[src/rtl/lstm_pkg.sv]
// ============================================================================
// lstm_pkg : shared types, defaults and the signed clamp for lstm_seq_ctrl
// Rev 1.0
// ============================================================================
`default_nettype none

package lstm_pkg;

  localparam int LSTM_DW = 16;
  localparam int LSTM_FW = 8;
  localparam logic [LSTM_DW-1:0] LSTM_C_CLIP = 16'h0400;

  typedef enum logic [1:0] {
    ST_IDLE = 2'd0,
    ST_EVAL = 2'd1,
    ST_OUT  = 2'd2
  } lstm_state_t;

  // lim is assumed positive; result lies in [-lim, +lim]
  function automatic logic signed [LSTM_DW-1:0] sat_signed(
    input logic signed [LSTM_DW-1:0] v,
    input logic signed [LSTM_DW-1:0] lim
  );
    if (v > lim)
      return lim;
    else if (v < -lim)
      return -lim;
    else
      return v;
  endfunction

endpackage

`default_nettype wire

[src/rtl/lstm_cstate_sat.sv]
// ============================================================================
// lstm_cstate_sat : combinational clamp of the cell state to [-C_CLIP, +C_CLIP]
// Rev 1.0
// ============================================================================
`default_nettype none

module lstm_cstate_sat
  import lstm_pkg::*;
#(
  parameter int                    DATA_WIDTH = LSTM_DW,
  parameter logic [DATA_WIDTH-1:0] C_CLIP     = DATA_WIDTH'(LSTM_C_CLIP)
) (
  input  logic [DATA_WIDTH-1:0] d_in,
  output logic [DATA_WIDTH-1:0] d_out
);

  generate
    if (DATA_WIDTH == LSTM_DW) begin : g_pkg_fn
      assign d_out = sat_signed(d_in, C_CLIP);
    end else begin : g_native
      logic signed [DATA_WIDTH-1:0] lim;
      logic signed [DATA_WIDTH-1:0] v;
      assign lim   = signed'(C_CLIP);
      assign v     = signed'(d_in);
      assign d_out = (v > lim)  ? C_CLIP :
                     (v < -lim) ? unsigned'(-lim) : d_in;
    end
  endgenerate

endmodule

`default_nettype wire

[src/rtl/lstm_seq_ctrl.sv]
// ============================================================================
// lstm_seq_ctrl : runs a combinational LSTM cell over a framed sample stream.
// Optional macro LSTM_CSAT_EN clamps the stored cell state.   Rev 1.0
// ============================================================================
`default_nettype none

module lstm_seq_ctrl
  import lstm_pkg::*;
#(
  parameter int                    DATA_WIDTH  = LSTM_DW,
  parameter int                    FRACT_WIDTH = LSTM_FW,
  parameter int                    CELL_LAT    = 1,
  parameter int                    CNT_W       = 8,
  parameter logic [DATA_WIDTH-1:0] C_CLIP      = DATA_WIDTH'(4 << FRACT_WIDTH)
) (
  input  logic                  clk,
  input  logic                  rst,
  input  logic [DATA_WIDTH-1:0] x_data,
  input  logic                  x_valid,
  output logic                  x_ready,
  input  logic                  x_first,
  input  logic                  x_last,
  output logic [DATA_WIDTH-1:0] cell_x,
  output logic [DATA_WIDTH-1:0] cell_c_in,
  output logic [DATA_WIDTH-1:0] cell_h_in,
  input  logic [DATA_WIDTH-1:0] cell_c_out,
  input  logic [DATA_WIDTH-1:0] cell_h_out,
  output logic [DATA_WIDTH-1:0] h_data,
  output logic [DATA_WIDTH-1:0] c_data,
  output logic                  h_valid,
  input  logic                  h_ready,
  output logic                  h_last,
  output logic [CNT_W-1:0]      step_cnt
);

  localparam int LAT_W = (CELL_LAT < 2) ? 1 : $clog2(CELL_LAT + 1);

  generate
    if (CELL_LAT < 1 || C_CLIP == '0) begin : g_param_chk
      $error("lstm_seq_ctrl: CELL_LAT must be >= 1 and C_CLIP nonzero");
    end
  endgenerate

  lstm_state_t           state;
  logic [DATA_WIDTH-1:0] x_reg;
  logic [DATA_WIDTH-1:0] c_reg;
  logic [DATA_WIDTH-1:0] h_reg;
  logic                  last_reg;
  logic [LAT_W-1:0]      settle;
  logic [CNT_W-1:0]      step_reg;
  logic [DATA_WIDTH-1:0] c_next;
  logic                  accept;

`ifdef LSTM_CSAT_EN
  lstm_cstate_sat #(
    .DATA_WIDTH (DATA_WIDTH),
    .C_CLIP     (C_CLIP)
  ) u_csat (
    .d_in  (cell_c_out),
    .d_out (c_next)
  );
`else
  assign c_next = cell_c_out;
`endif

  assign accept = x_valid && x_ready;

  always_ff @(posedge clk or negedge rst) begin
    if (!rst) begin
      state    <= ST_IDLE;
      x_reg    <= '0;
      c_reg    <= '0;
      h_reg    <= '0;
      last_reg <= 1'b0;
      settle   <= '0;
      step_reg <= '0;
    end else begin
      case (state)
        ST_IDLE: begin
          if (accept) begin
            x_reg    <= x_data;
            last_reg <= x_last;
            if (x_first) begin
              c_reg    <= '0;
              h_reg    <= '0;
              step_reg <= CNT_W'(1);
            end else if (step_reg != '1) begin
              step_reg <= step_reg + CNT_W'(1);
            end
            settle <= LAT_W'(CELL_LAT);
            state  <= ST_EVAL;
          end
        end
        ST_EVAL: begin
          settle <= settle - LAT_W'(1);
          // settle reads 1 on the last of CELL_LAT held cycles
          if (settle == LAT_W'(1)) begin
            c_reg <= c_next;
            h_reg <= cell_h_out;
            state <= ST_OUT;
          end
        end
        ST_OUT: begin
          if (h_ready)
            state <= ST_IDLE;
        end
        default: state <= ST_IDLE;
      endcase
    end
  end

  assign x_ready   = (state == ST_IDLE);
  assign h_valid   = (state == ST_OUT);
  assign h_data    = h_reg;
  assign c_data    = c_reg;
  assign h_last    = last_reg;
  assign step_cnt  = step_reg;
  assign cell_x    = x_reg;
  assign cell_c_in = c_reg;
  assign cell_h_in = h_reg;

endmodule

`default_nettype wire

[config.mk]
export PLATFORM = sky130hd
export DESIGN_NAME = lstm_seq_ctrl
export DESIGN_NICKNAME = d
export VERILOG_FILES = /design/src/rtl/lstm_pkg.sv /design/src/rtl/lstm_cstate_sat.sv /design/src/rtl/lstm_seq_ctrl.sv
export SDC_FILE = /design/constraint.sdc
export NUM_CORES = 1
export LEC_CHECK = 0
export CORE_ASPECT_RATIO = 1.5
export CORE_MARGIN = 4
export CORE_UTILIZATION = 39
export CTS_CLUSTER_DIAMETER = 60
export DETAILED_ROUTE_END_ITERATION = 16
export PLACE_DENSITY = 0.82
export SETUP_SLACK_MARGIN = 0.3
export SLEW_MARGIN = 0
export SYNTH_ARGS = -nofsm -noshare
export SYNTH_HDL_FRONTEND = slang
export SYNTH_SLANG_ARGS = --single-unit
[constraint.sdc]
create_clock -name clk -period 2.1 [get_ports clk]
set_input_delay 0.42 -clock clk [delete_from_list [all_inputs] [get_ports clk]]
set_output_delay 0.42 -clock clk [all_outputs]
set_load 0.005 [all_outputs]
# Word-level counts from Yosys, hierarchy flattened
# Index checks and enable logic that the tools add are counted.
# totals
out_inout_bits,91
ram_bits,0
register_bits,60
word_cells,39
n_memories,0
latchBits,0
mem_bits_ro,0
inputBits,54
# classes
n_mux,14
shifts,0
reduce_logical,9
div,0
eq_ne,7
bitwise_logic,0
multipliers,0
magnitude_cmp,0
add_sub_neg,2
# ops
op,n
16-bit 2-to-1 mux,4
16-bit case mux with 2 select lines,2
8-bit 2-to-1 mux,2
"8-bit by 1-bit adder with 8-bit output, second input constant",1
"8-bit != test, second input constant",1
2-bit 2-to-1 mux,3
"2-bit by 1-bit != test with 1-bit output, second input constant",3
2-bit case mux with 3 select lines,1
3-bit AND reduction,2
2-bit AND reduction,2
4-bit AND reduction,1
2-bit nonzero test,2
"2-bit by 1-bit == test with 1-bit output, second input constant",1
"2-bit == test, second input constant",1
2-bit zero test,1
"2-bit != test, second input constant",1
1-bit case mux with 2 select lines,1
1-bit logical AND,1
1-bit 2-to-1 mux,1
"1-bit subtractor, second input constant",1

# Longest topological paths before layout
# Gate-level depths: netlist of run 1.
# logic_depth
word_depth,4
depth_mapped,6
mapped_depth_nobuf,5

# Least setup slack after synthesis of run 1
# OpenSTA, ideal clock, no wires.
# synth_path
path_kind,flip-flop to flip-flop
startpoint,register step_reg[0] (netlist: step_cnt[0])
endpoint,register step_reg[0] (netlist: step_cnt[0])
arrival_ns,1.358
path_buffers,0
period_less_slack_ns,1.479
path_stages_with_launch,6
setup_time_ns,0.121
slack_ns,0.621
path_cell_list,dfrtp_1 > ha_1 > nand3_1 > nor2_1 > mux2_2 > o22a_1
# synth_between
elab_chain_cells,3
word_cells_on_any_way,6
# synth_lines
item,line,rtl
"start, declared",lstm_seq_ctrl.sv:50,logic [CNT_W-1:0] step_reg;
"start signal, assigned",lstm_seq_ctrl.sv:88,step_reg <= step_reg + CNT_W'(1);
8-bit by 1-bit adder with 8-bit output or 8-bit != test (tied branches),"lstm_seq_ctrl.sv:88, lstm_seq_ctrl.sv:87",
8-bit 2-to-1 mux or 2-bit nonzero test (tied branches),n/a,
8-bit 2-to-1 mux or 3-bit AND reduction (tied branches),n/a,
# Several ways; a longest one is shown, not always the timed one. The select of a mux whose other input is x is not followed.
# A chain may end at the register's enable or synchronous reset.

# Final worst setup path of run 1
# layout_path
startpoint,register step_reg[0] (netlist: step_cnt[0])
endpoint,output step_cnt[0]
# layout_lines
item,line,rtl
"end, declared",lstm_seq_ctrl.sv:33,output logic [CNT_W-1:0] step_cnt
# No word-level cell between the ends.

==> metrics.md, run 1 <==
| Metric | Value |
|---|---|
| Pleak | `1.85 nW` |
| Average wire per standard cell | `around 16 µm` |
| IO Count | `145` |
| Number of distinct library cell variants in the gate-level netlist after synthesis | `40` |
| Number of hold violations in the final report | `0` |
| Floorplan row count | `36` |
| Crit path cell chain | `clkdlybuf4s50_1` |
| Total vias in the final route | `about 2,200` |
| Post-layout instance count excluding filler cells | `445` |
| Final antenna-violating net count | `0` |
| Die outline height | `~110 µm` |
| EDFF count, synth | `0` |
| Final setup vio count | `0` |
| Sort of element at the start of the critical path | `register` |
| Number of detailed-route iterations in the first pass | `4` |
| Leading cell type by number of instances after synthesis | `dfrtp_1` |
| Status | `finished, final reports clean` |
| Global route total overflow | `0` |
| Yosys top cell by area | `dfrtp_1` |
| Post-synthesis sequential element count | `60` |
| Total nets after synthesis | `300` |
| Gpl congestion | `0.777` |
| Depth of the CTS H-tree | `3` |
| # diodes | `0` |
| Sequential area share after synthesis | `0.566` |
| Register clock-pin slew on the reported worst setup and hold paths | `0.06 ns` |
| Class of the worst hold path | `in -> async` |
| Data arrival time of the critical path | `1.29 ns` |
| Area of the die | `between 0.008 and 0.009 mm²` |
| Largest stage delay on the critical path | `roughly 0.54 ns` |
| Worst setup EP type | `output port` |
| Chip Width | `75.3 µm` |
| Insertion delay to the later sink of the worst-skew pair | `0.33 ns` |
| Number of buffers inserted during clock tree synthesis | `9` |
| Post-DP HPWL | `5.10 mm` |
| RSZ-0062 raised after global routing | `no` |
| Layout cells sized above 1 | `0.0921` |
| Family of cells with the greatest summed delay on the critical path | `buffers and inverters` |
| Global-route wire length before repair | `around 11 mm` |
| Count of buffers from port buffering | `144` |
| Top cell type's share of synthesized area | `0.566` |
| Data required, critical path | `1.68 ns` |
| Remaining design rule violation count | `0` |
| Max Fclk | `585 MHz` |
| Number of buffer and inverter instances along the worst setup path | `1` |
| Power density of the placed cells | `1400 mW/mm²` |
| TritonCTS Sinks | `60` |
| Area of the mapped netlist | `0.00265 mm²` |
| Final critical-path required period | `1.71 ns` |
| Initial antenna violation count | `0` |
| Effective utilization at floorplan | `0.403` |
| Crit Path Max Fanout | `6` |
| Count of filler cells inserted in the layout | `553` |
| Placed insts | `426` |
| List of most frequent post-synthesis cells | `dfrtp_1 (60), nand2_1 (58), a22o_1 (32), buf_4 (32), buf_2 (10)` |
| Maximum vdd drop | `0.691 mV` |
| Type of the worst setup path | `reg -> out` |
| Cell at the root of the clock tree | `clkbuf_8` |
| Count of synthesis-stage warnings from yosys | `0` |
| Mean area per synthesized cell | `approximately 11 µm²` |
| Number of instances in the synthesized netlist | `245` |
| Via-per-instance ratio | `4.98` |
| Worst slew slack as a fraction of its limit | `0.767` |
| Overall Global Routing Usage | `0.170` |
| Total Routed Length | `7.01 mm` |
| Iter 0 DRT Violations | `57` |
| Fin Clk Skew | `0.00778 ns` |
| Slowest-stage cell, CP | `clkdlybuf4s50_1` |
| Area growth, synth to finish | `55.5%` |
| Most used flip-flop cell after synthesis | `dfrtp_1` |
| Maximum number of pins on one net before global-route repair | `61` |
| Total Neg Setup Slack | `0 ns` |
| Synth top area cells | `dfrtp_1 (57%), a22o_1 (11%), buf_4 (9.1%)` |
| Max clock buf depth | `2` |
| Vias in the first global route | `2,224` |
| Share of synthesized registers carrying an async set or reset | `1.00` |
| Max cap viols | `0` |
| NumNets Final | `419` |
| Final core utilization | `0.627` |
| Pin slew with the least headroom to its limit | `0.349 ns` |
| Core region area | `approximately 0.0066 mm²` |
| Pins over their slew limit | `0` |
| Final cycle utilization of the critical path | `0.814` |
| TritonCTS clock tree | `built` |
| Internal reg-to-reg setup slack | `0.46 ns` |
-- path summary, 6_finish.rpt --
path | startpoint | endpoint | cells after the start
min | rst | cell_h_in[10] | 2
max | step_cnt[0] | step_cnt[0] | 1
max reg2reg | step_cnt[0] | step_cnt[0] | 5
min in group clk | cell_x[7] | cell_x[7] | 2
max in group asynchronous | rst | state[0] | 2
min reg2reg | cell_x[7] | cell_x[7] | 2
-- through the flow --
step / area [µm²] / power [mW] / hold WS [ns] / worst slack, ns
4_1_cts: 4120 / 5.86 / 0.103 / 0.333
2_1_floorplan: 2650 / 3.42 / 0.124 / 0.621
6_report: 4130 / 5.77 / 0.0902 / 0.390
3_5_place_dp: 3930 / 4.93 / 0.461 / 0.191
3_3_place_gp: 3930 / 4.82 / 0.449 / 0.221
5_1_grt: 4130 / 6.18 / 0.109 / 0.314
-- cell families (layout without fill, tap and decap cells) --
logic type	count (synthesis)	in the layout	synth area share
simple gates	81	81	0.141
compound gates	54	54	0.161
fa+ha+maj	1	1	0.00472
buf+inv	47	171	0.119
mux	2	2	0.00802
flops	60	60	0.566
-- flip-flops by register name, indices dropped and copies added, names as in the netlist --
name and flops:
cell_x 16, c_data 16, state 2, h_last 1, step_cnt 8, cell_h_in 16, settle 1
-- final cells by class --
| type | count | area [µm²] | area share |
|---|---|---|---|
| Clock buffer | 14 | 153 | 0.0370 |
| Clock inverter | 2 | 10.0 | 0.00243 |
| Inverter | 2 | 7.51 | 0.00182 |
| Multi-Input combinational cell | 138 | 837 | 0.203 |
| Sequential cell | 60 | 1510 | 0.366 |
| Tap cell | 76 | 95.1 | 0.0231 |
| Timing Repair Buffer | 153 | 1510 | 0.367 |
-- placed cells by master, fill, tap and decap left out, types with 3 or more instances in the layout --
| master | netlist | routed |
|---|---|---|
| a21oi_1 | 7 | 7 |
| a22o_1 | 32 | 32 |
| buf_4 | 32 | 8 |
| clkbuf_1 | 2 | 4 |
| clkbuf_8 | 0 | 10 |
| clkdlybuf4s50_1 | 0 | 141 |
| dfrtp_1 | 60 | 54 |
| dfrtp_2 | 0 | 6 |
| nand2_1 | 58 | 58 |
| nand3_1 | 3 | 3 |
| o21ai_0 | 4 | 4 |
-- layer usage --
metal | wire, µm | GRT usage | vias to the layer above
met5 | 0 | 0 | -
met4 | 67 | 0.0475 | 0
met3 | 694 | 0.0738 | 5
met2 | 3600 | 0.290 | 110
met1 | 2650 | 0.191 | 1049
li1 | - | - | 1050
-- report_power, final --
group	switching (mW)	internal (mW)	total (mW)	leakage, nW
Sequential	0.424	1.66	2.09	0.749
Clock	0.414	0.459	0.872	0.0844
Combinational	1.02	1.79	2.81	1.01
Total	1.86	3.92	5.77	1.85
-- repair_timing --
item | CTS | global route
hold buffers | 0 | 0
setup endpoints to repair | 3 | 3
buffers inserted | 3 | 0
gates resized for setup | 6 | 3
Power figures use the tool's default switching activity.
==> run 2: changes to the inputs <==
==> constraint.sdc (replaced) <==
create_clock -name clk -period 1.6 [get_ports clk]
set_input_delay 0.32 -clock clk [delete_from_list [all_inputs] [get_ports clk]]
set_output_delay 0.32 -clock clk [all_outputs]
set_load 0.005 [all_outputs]
==> metrics.md, run 2 (same netlist as run 1, synthesis figures left out) <==
| Metric | Value |
|---|---|
| Status | `finished, final reports clean` |
| Final setup vio count | `0` |
| Worst slew slack as a fraction of its limit | `0.786` |
| Data arrival time of the critical path | `1.84 ns` |
| Fin Clk Skew | `0.00753 ns` |
| Final hold slack | `0.481 ns` |
| Chip Width | `75.3 µm` |
| Vias in the first global route | `between 2,000 and 3,000` |
| Insertion delay to the later sink of the worst-skew pair | `0.33 ns` |
| Largest stage delay on the critical path | `0.43 ns` |
| Global route total overflow | `0` |
| Post-DP HPWL | `5.25 mm` |
| Global routing usage on met1 | `0.241` |
| # diodes | `0` |
| Worst setup EP type | `register` |
| Register clock-pin slew on the reported worst setup and hold paths | `0.07 ns` |
| Pin slew with the least headroom to its limit | `0.320 ns` |
| TritonCTS Sinks | `60` |
| Number of buffers inserted during clock tree synthesis | `9` |
| Total Neg Setup Slack | `0 ns` |
| Fraction of power spent switching nets | `0.342` |
| Sort of element at the start of the critical path | `register` |
| Setup slack after layout | `roughly 0.0023 ns` |
| Endpoint, Worst Hold | `cell_x[11]` |
| Part of the power in registers | `0.261` |
| Initial antenna violation count | `0` |
| Switching component of the power | `between 3 and 4 mW` |
| Layout cells sized above 1 | `0.484` |
| Hold depth | `2` |
| NumNets Final | `511` |
| Pleak | `2.62 nW` |
| Final cycle utilization of the critical path | `0.999` |
| Max cap viols | `0` |
| TritonCTS clock tree | `built` |
| Most common cell after layout, fill and taps aside | `buf_6` |
| Slowest-stage cell, CP | `dfrtp_2` |
| Endpoint of the lowest-slack register-to-register path | `step_cnt[1]` |
| Gpl congestion | `0.715` |
| Crit Path Max Fanout | `5` |
| Die outline height | `roughly 110 µm` |
| Cell occurring most often along the worst timing path | `buf_6` |
| Total vias in the final route | `2,763` |
| Comb pwr share | `0.604` |
| Depth of the CTS H-tree | `3` |
| Most frequent cells in the layout | `buf_6 (65), dfrtp_1 (54), clkdlybuf4s50_1 (52)` |
| Pins over their slew limit | `0` |
| Total Routed Length | `slightly above 10 mm` |
| Floorplan row count | `36` |
| Remaining design rule violation count | `0` |
| GR Util met2 | `0.408` |
| Data required, critical path | `1.85 ns` |
| Class of the worst hold path | `reg -> reg` |
| Internal reg-to-reg setup slack | `0.002 ns` |
| Maximum number of pins on one net before global-route repair | `just over 60` |
| Global-route wire length before repair | `14.0 mm` |
| Clock network power share | `0.135` |
| Design Power | `10.2 mW` |
| Crit path cell chain | `buf_6 > buf_6 > nor3b_4 > buf_6 > buf_6 > o211a_1 > a21oi_2 > o21ai_1` |
| Launch instance of the worst min-delay path | `cell_x[11]` |
| Number of detailed-route iterations in the first pass | `4` |
| Cell at the root of the clock tree | `clkbuf_8` |
| Beginning of the worst register-to-register path | `state[1]` |
| IO Count | `145` |
| Count of buffers from port buffering | `about 140` |
| Area of the die | `0.00821 mm²` |
| Post-placement worst setup slack | `-0.101 ns` |
| Iter 0 DRT Violations | `around 170` |
| Final antenna-violating net count | `0` |
| Busiest layer in global routing | `met2` |
| Overall Global Routing Usage | `0.227` |
| Average wire per standard cell | `~19 µm` |
| Core region area | `0.00658 mm²` |
| Number of hold violations in the final report | `0` |
| Max Fclk | `about 630 MHz` |
| RSZ-0062 raised after global routing | `yes` |
| Power density of the placed cells | `around 1900 mW/mm²` |
| Maximum vdd drop | `1.43 mV` |
| Effective utilization at floorplan | `0.403` |
| Area growth, synth to finish | `99.2%` |
| Type of the worst setup path | `reg -> reg` |
| Worst Reg2Reg Path Length in Cells | `8` |
| Met3 Usage GRT | `0.0701` |
| Via-per-instance ratio | `just over 5` |
| Final critical-path required period | `1.60 ns` |
| Cell internal power dissipation | `around 6.7 mW` |
| Max clock buf depth | `2` |
==> run 2: changes by cell type in the layout (fill, tap and decap cells not counted), moves of 4 or more <==
| cell | delta |
|---|---|
| buf_4 | +39 |
| a21oi_2 | +5 |
| nand2_4 | +9 |
| a21oi_1 | -5 |
| nand2_2 | +18 |
| clkbuf_2 | +27 |
| buf_12 | +5 |
| buf_6 | +65 |
| clkdlybuf4s50_1 | -89 |
| nand2_1 | -27 |
| clkbuf_1 | -4 |
| clkdlybuf4s15_1 | +38 |
==> run 2: what timing repair did <==
item | in CTS | in global routing
resized for setup | 282 | 114
setup buffers | 61 | 20
hold buffers | 1 | 0
endpoints found under the hold margin | 33 | 0
endpoints found under the setup margin | 133 | 112
pin swaps | 8 | 28
cloned | 3 | 2
==> run 2: through the flow <==
step / cell area [µm²] / cells / util
2_1_floorplan: 2670 / 245 / -
3_3_place_gp: 4030 / 434 / 0.613
3_5_place_dp: 4030 / 434 / 0.613
4_1_cts: 4890 / 515 / 0.744
5_1_grt: 5280 / 537 / 0.803
6_report: 5280 / 537 / 0.803
==> run 2: routing by layer <==
| layer | vias up | share of wire |
|---|---|---|
| met5 | - | 0 |
| met3 | 27 | 0.077 |
| met1 | 1359 | 0.34 |
| met4 | 0 | 0.026 |
| met2 | 136 | 0.56 |
| li1 | 1241 | - |
==> run 2: worst max-delay path: cells and delay by family (launching register included) <==
kind            cells  cell delay [ns]
flops               1             0.43
simple gates        1             0.23
buf+inv             4             0.48
compound gates      3             0.36
==> run 2: layout make-up <==
class | instances | area (µm²)
well taps | 76 | 95.1
flip-flops and latches | 60 | 1510
fillers | 367 | 1290
multi-input cells | 138 | 1060
inverters | 2 | 7.51
repair buffers | 245 | 2410
clock inverters | 6 | 63.8
clock buffers | 10 | 138
==> run 2: worst max-delay path by stage <==
| stage | start | slack (ns) | endpoint | depth (start not counted) |
|---|---|---|---|---|
| 2_1_floorplan | step_cnt[0] | 0.17 | step_cnt[0] | 5 |
| 6_report | state[1] | 0.002 | step_cnt[1] | 8 |
| 3_3_place_gp | x_first | -0.08 | cell_h_in[11] | 6 |
| 4_1_cts | state[1] | 0.07 | h_valid | 2 |
| 5_1_grt | state[1] | -0.04 | step_cnt[1] | 8 |
| 3_5_place_dp | x_valid | -0.10 | step_cnt[0] | 5 |
==> run 2: power by group through the flow <==
stage / clock [mW] / sequential [mW] / combinational (mW)
global placement: 0 / 2.68 / 3.84
CTS: 1.40 / 2.58 / 5.19
floorplan: 0 / 2.69 / 1.82
detailed placement: 0 / 2.71 / 3.94
global route: 1.48 / 2.74 / 6.58
finish: 1.37 / 2.66 / 6.15
==> RTL change 1: new RTL, settings of run 2 <==
Change the parameter `CELL_LAT` from 1 to 2. Comments in the files are not updated.
--- a/src/rtl/lstm_seq_ctrl.sv
+++ b/src/rtl/lstm_seq_ctrl.sv
@@ -9,7 +9,7 @@
 #(
   parameter int                    DATA_WIDTH  = LSTM_DW,
   parameter int                    FRACT_WIDTH = LSTM_FW,
-  parameter int                    CELL_LAT    = 1,
+  parameter int                    CELL_LAT    = 2,
   parameter int                    CNT_W       = 8,
   parameter logic [DATA_WIDTH-1:0] C_CLIP      = DATA_WIDTH'(4 << FRACT_WIDTH)
 ) (
Behaviour: not the same (Yosys sat finds a counterexample within 4 cycles, from zero or initial values and one cycle with rst low).
==> RTL change 1 against run 2 <==
Synthesized area grew 2.4%; critical path depth shrank 3; sequential power grew 2%; worst setup slack gained 0.11 ns; total power shrank 2.4%; sequential cell count grew 1; wire length grew 1.8%; via count grew 3.4%; design area shrank 1.4%; critical path type unchanged; highest routed layer unchanged.
==> RTL change 1: results (changes against run 2) <==
stage,metric,value,unit,change
placed_design,post-DP HPWL,5.54,mm,+5.5%
cts,postcts setup bufs,64,,+4.9%
synth,Mapped Nets,312,,+4.0%
grt,vias in the first global route,2718,,-2.4%
setup_path,reg2reg end,step_cnt[7],,
cells_and_area,Layout Nets,513,,+0.39%
cts,post-cts sizing count,265,,-6.0%
setup_path,"Arr. time, crit path",1.70,ns,-0.14 ns
drt,drt first-iter violations,153,,-7.3%
cells_and_area,number of filler cells placed in the layout,397,,+8.2%
placed_design,placed cell count,440,,+1.4%
grt,largest net degree at the start of global routing,62,,+1.6%
status,status,"complete, no violations",,
setup_path,CP peak stage delay,0.41,ns,-0.02 ns
setup_path,Register-to-Register Path Depth,5,,-3
grt,GR Util All Layers,21.2,%,-1.5 points
worst_hold_path,Min-Delay Endpoint,cell_x[8],,
sta,Final Skew,0.00749,ns,-0.0000322 ns
setup_path,peak fanout along the critical path,7,,+2
pwr,Leak Pwr,2.56,nW,-2.3%
placed_design,pre-CTS setup slack,-0.230,ns,-0.129 ns
pwr,Peak VDD IR,1.01,mV,-29%
synth,Cells after Synth,256,,+4.5%
setup_path,r2r startpoint,step_cnt[1],,
synth,sequential-to-total area share from yosys stat,56.2,%,-0.38 points
setup_path,R2R setup slack,0.11,ns,+0.11 ns
drt,routed len/inst,19.4,µm,+1.2%
placed_design,RePlAce Congestion,0.810,,+13%
sta,worst hold margin,0.474,ns,-0.00728 ns
synth,synth unique cells,37,,-7.5%
==> RTL change 1: worst max-delay path by stage <==
stage | start | endpoint | slack [ns]
6_report | step_cnt[1] | step_cnt[7] | 0.11
3_5_place_dp | x_valid | step_cnt[3] | -0.23
4_1_cts | state[0] | step_cnt[3] | 0.12
2_1_floorplan | state[1] | step_cnt[3] | 0.15
5_1_grt | state[0] | step_cnt[3] | 0.07
3_3_place_gp | x_valid | step_cnt[3] | -0.21
==> RTL change 1: area by class of cell <==
class,instances,area [µm²],area share (%)
multi-input cells,142,977,18.8
clock buffers,13,169,3.24
flip-flops and latches,61,1540,29.5
repair buffers,238,2320,44.5
clock inverters,3,90.1,1.73
inverters,5,18.8,0.360
well taps,78,97.6,1.87
==> RTL change 1: kinds of logic after synthesis <==
group / synth area share [%]
compound gates: 16.4
fa+ha+maj: 0.922
buf+inv: 12.3
flops: 56.2
mux: 0.369
simple gates: 13.8
==> RTL change 1: where the power goes <==
part / internal (W) / switching (W) / total, W
Sequential: 0.00221 / 0.000488 / 0.00270
Clock: 0.00116 / 0.000599 / 0.00176
Combinational: 0.00343 / 0.00206 / 0.00549
==> RTL change 1: metal layers <==
| layer | wire length, µm | GRT usage, % |
|---|---|---|
| met4 | 195 | 6.00 |
| met2 | 5460 | 37.9 |
| met1 | 3940 | 24.2 |
| met5 | 0 | 0 |
| met3 | 868 | 6.99 |
==> RTL change 1: worst max-delay path, delay by kind of cell (launching register included) <==
family,cells,cell delay (ns)
AO/OA/AOI/OAI,2,0.46
flip-flops,1,0.41
AND/OR/NAND/NOR,1,0.19
adder cells (fa/ha/maj),1,0.17
buffers and inverters,1,0.14
==> RTL change 2: new RTL, settings of run 2 <==
Without the edit above. Re-encode `lstm_state_t` (3 states) as one-hot, 3 bits wide.
--- a/src/rtl/lstm_pkg.sv
+++ b/src/rtl/lstm_pkg.sv
@@ -10,10 +10,10 @@
   localparam int LSTM_FW = 8;
   localparam logic [LSTM_DW-1:0] LSTM_C_CLIP = 16'h0400;
 
-  typedef enum logic [1:0] {
-    ST_IDLE = 2'd0,
-    ST_EVAL = 2'd1,
-    ST_OUT  = 2'd2
+  typedef enum logic [2:0] {
+    ST_IDLE = 3'b001,
+    ST_EVAL = 3'b010,
+    ST_OUT  = 3'b100
   } lstm_state_t;
 
   // lim is assumed positive; result lies in [-lim, +lim]
Check against the original RTL: no difference found for any inputs over 4 cycles, from zero or initial values and one cycle with rst low; so few cycles prove little.
==> RTL change 2 against run 2 <==
The flow now finishes with violations (setup timing); utilization shrank 0.89 points; total power shrank 14%; wire length grew 0.34%; synthesized area grew 1.4%; design area shrank 0.43%; sequential cell count grew 1; worst setup slack lost 0.19 ns; non-clock buffer count grew 7; combinational power shrank 20%; sequential share of layout area grew 0.53 points.
==> RTL change 2: results (changes against run 2) <==
stage,metric,value,unit,change
status,status,"complete, but fails checks",,
status,violations in the final reports,setup timing,,
setup_path,slowest CP cell,dfstp_2,,
placed_design,placed cell count,402,,-7.4%
setup_path,r2r startpoint,state[0],,
cts,postcts setup bufs,76,,+25%
cells_and_area,share of layout cells above drive strength 1,49.3,%,+0.94 points
placed_design,post-DP HPWL,5.40,mm,+2.9%
cells_and_area,Layout Nets,487,,-4.7%
pwr,P_int,0.00603,W,-10%
drt,drt first-iter violations,141,,-15%
pwr,Leak Pwr,2.59,nW,-1.1%
cts,clk buf depth,2,,unchanged
sta,post-route setup slack,-0.191,ns,-0.194 ns
sta,Final Skew,0.00546,ns,-0.00206 ns
drt,via-per-instance ratio,5.27,,+2.4%
synth,Mean Syn Cell Area,12.6,µm²,+17%
placed_design,pre-CTS setup slack,-0.230,ns,-0.129 ns
placed_design,placed inst area,0.00415,mm²,+3.0%
pwr,Peak VDD IR,0.985,mV,-31%
setup_path,peak fanout along the critical path,8,,+3
worst_hold_path,Hold Crit Depth,1,,-1
drt,1st-pass router iterations,5,,+1
setup_path,CP Class,flop to flop,,
cells_and_area,Post-Layout Cell Count,512,,-4.7%
cts,post-cts sizing count,287,,+1.8%
grt,first-pass GRT wire length,14.4,mm,+2.6%
synth,dominant cells by area after synthesis,"dfrtp_1, a22o_1, buf_4",,
synth,adder-cell area share of the yosys netlist,0.465,%,-0.0064 points
sta,final setup fails,55,,+55
sta,worst hold margin,0.514,ns,+0.0326 ns
placed_design,Port Buffer Count,144,,unchanged
synth,multiplexer share of the synthesized area,7.96,%,+7.2 points
setup_path,CP peak stage delay,0.55,ns,+0.12 ns
grt,vias in the first global route,2869,,+3.0%
synth,synth unique cells,34,,-15%
cts,# hold bufs at CTS,1,,unchanged
grt,initial antenna violation count,0,,unchanged
sta,Worst-Margin Slew,0.341,ns,+0.0208 ns
placed_design,RePlAce Congestion,0.797,,+12%
cts,CTS H-tree lvls,3,,unchanged
synth,Mapped Nets,268,,-11%
cells_and_area,Ant. Diodes,0,,unchanged
worst_hold_path,Min-Delay Endpoint,cell_x[1],,
synth,post-synthesis compound-gate area fraction,14.5,%,-1.6 points
grt,largest net degree at the start of global routing,62,,+1.6%
synth,sequential-to-total area share from yosys stat,56.8,%,+0.21 points
setup_path,Top delay family on crit path,flip-flops,,
grt,GR Util All Layers,23.5,%,+0.76 points
setup_path,reg2reg end,cell_h_in[12],,
synth,Commonest cells post-synth,"dfrtp_1, buf_4, a22o_1, mux2_2",,
synth,Synth async-reset ratio,100,%,unchanged
worst_hold_path,min-delay src,cell_x[1],,
drt,routed len/inst,20.1,µm,+5.2%
sta,Total Neg Setup Slack,-7.21,ns,-7.21 ns
setup_path,Register-to-Register Path Depth,7,,-1
==> RTL change 2: changes by cell type in the layout (fill, tap and decap cells not counted), sizes merged, moves of 3 or more <==
| cell | run 2 | this run |
|---|---|---|
| clkbuf | 39 | 34 |
| mux2 | 1 | 19 |
| buf | 125 | 137 |
| o21ai | 5 | 0 |
| nand2 | 59 | 4 |
| nor3 | 2 | 5 |
| nor2 | 4 | 9 |
==> RTL change 2: routing by layer <==
metal / part of all wire (%) / GRT usage, % / wire, µm
met1: 32 / 23.4 / 3310
met2: 56 / 43.1 / 5760
met3: 7.8 / 6.22 / 800
met4: 4.3 / 11.3 / 444
met5: 0 / 0 / 0
==> RTL change 2: layout make-up <==
type                       instances  area [µm²]
inverter                           3        11.3
tap                               76        95.1
timing repair buffer             252        2450
fill                             370        1360
clock buffer                      10         128
clock inverter                     5        52.6
multi-input combinational        105         990
sequential                        61        1530
==> RTL change 2: power by group through the flow <==
| stage | sequential [W] | combinational [W] | clock [W] |
|---|---|---|---|
| 2_1_floorplan | 0.00254 | 0.00173 | 0 |
| 3_3_place_gp | 0.00255 | 0.00331 | 0 |
| 3_5_place_dp | 0.00258 | 0.00339 | 0 |
| 4_1_cts | 0.00247 | 0.00450 | 0.00131 |
| 5_1_grt | 0.00259 | 0.00524 | 0.00140 |
| 6_report | 0.00255 | 0.00494 | 0.00129 |
==> RTL change 2: cells by family after synthesis <==
logic type / after synthesis
DFF: 61
muxes: 19
and+or+nand+nor: 36
buffers and inverters: 47
adders and majority gates: 1
AOI/OAI and AO/OA: 49
==> RTL change 2: worst register-to-register path, stage by stage, from the launching register on <==
cell     delay [ns]
dfstp_2        0.55
buf_6          0.10
buf_6          0.10
and3b_2        0.19
a22oi_2        0.06
or2_4          0.31
buf_16         0.17
a22o_1         0.21
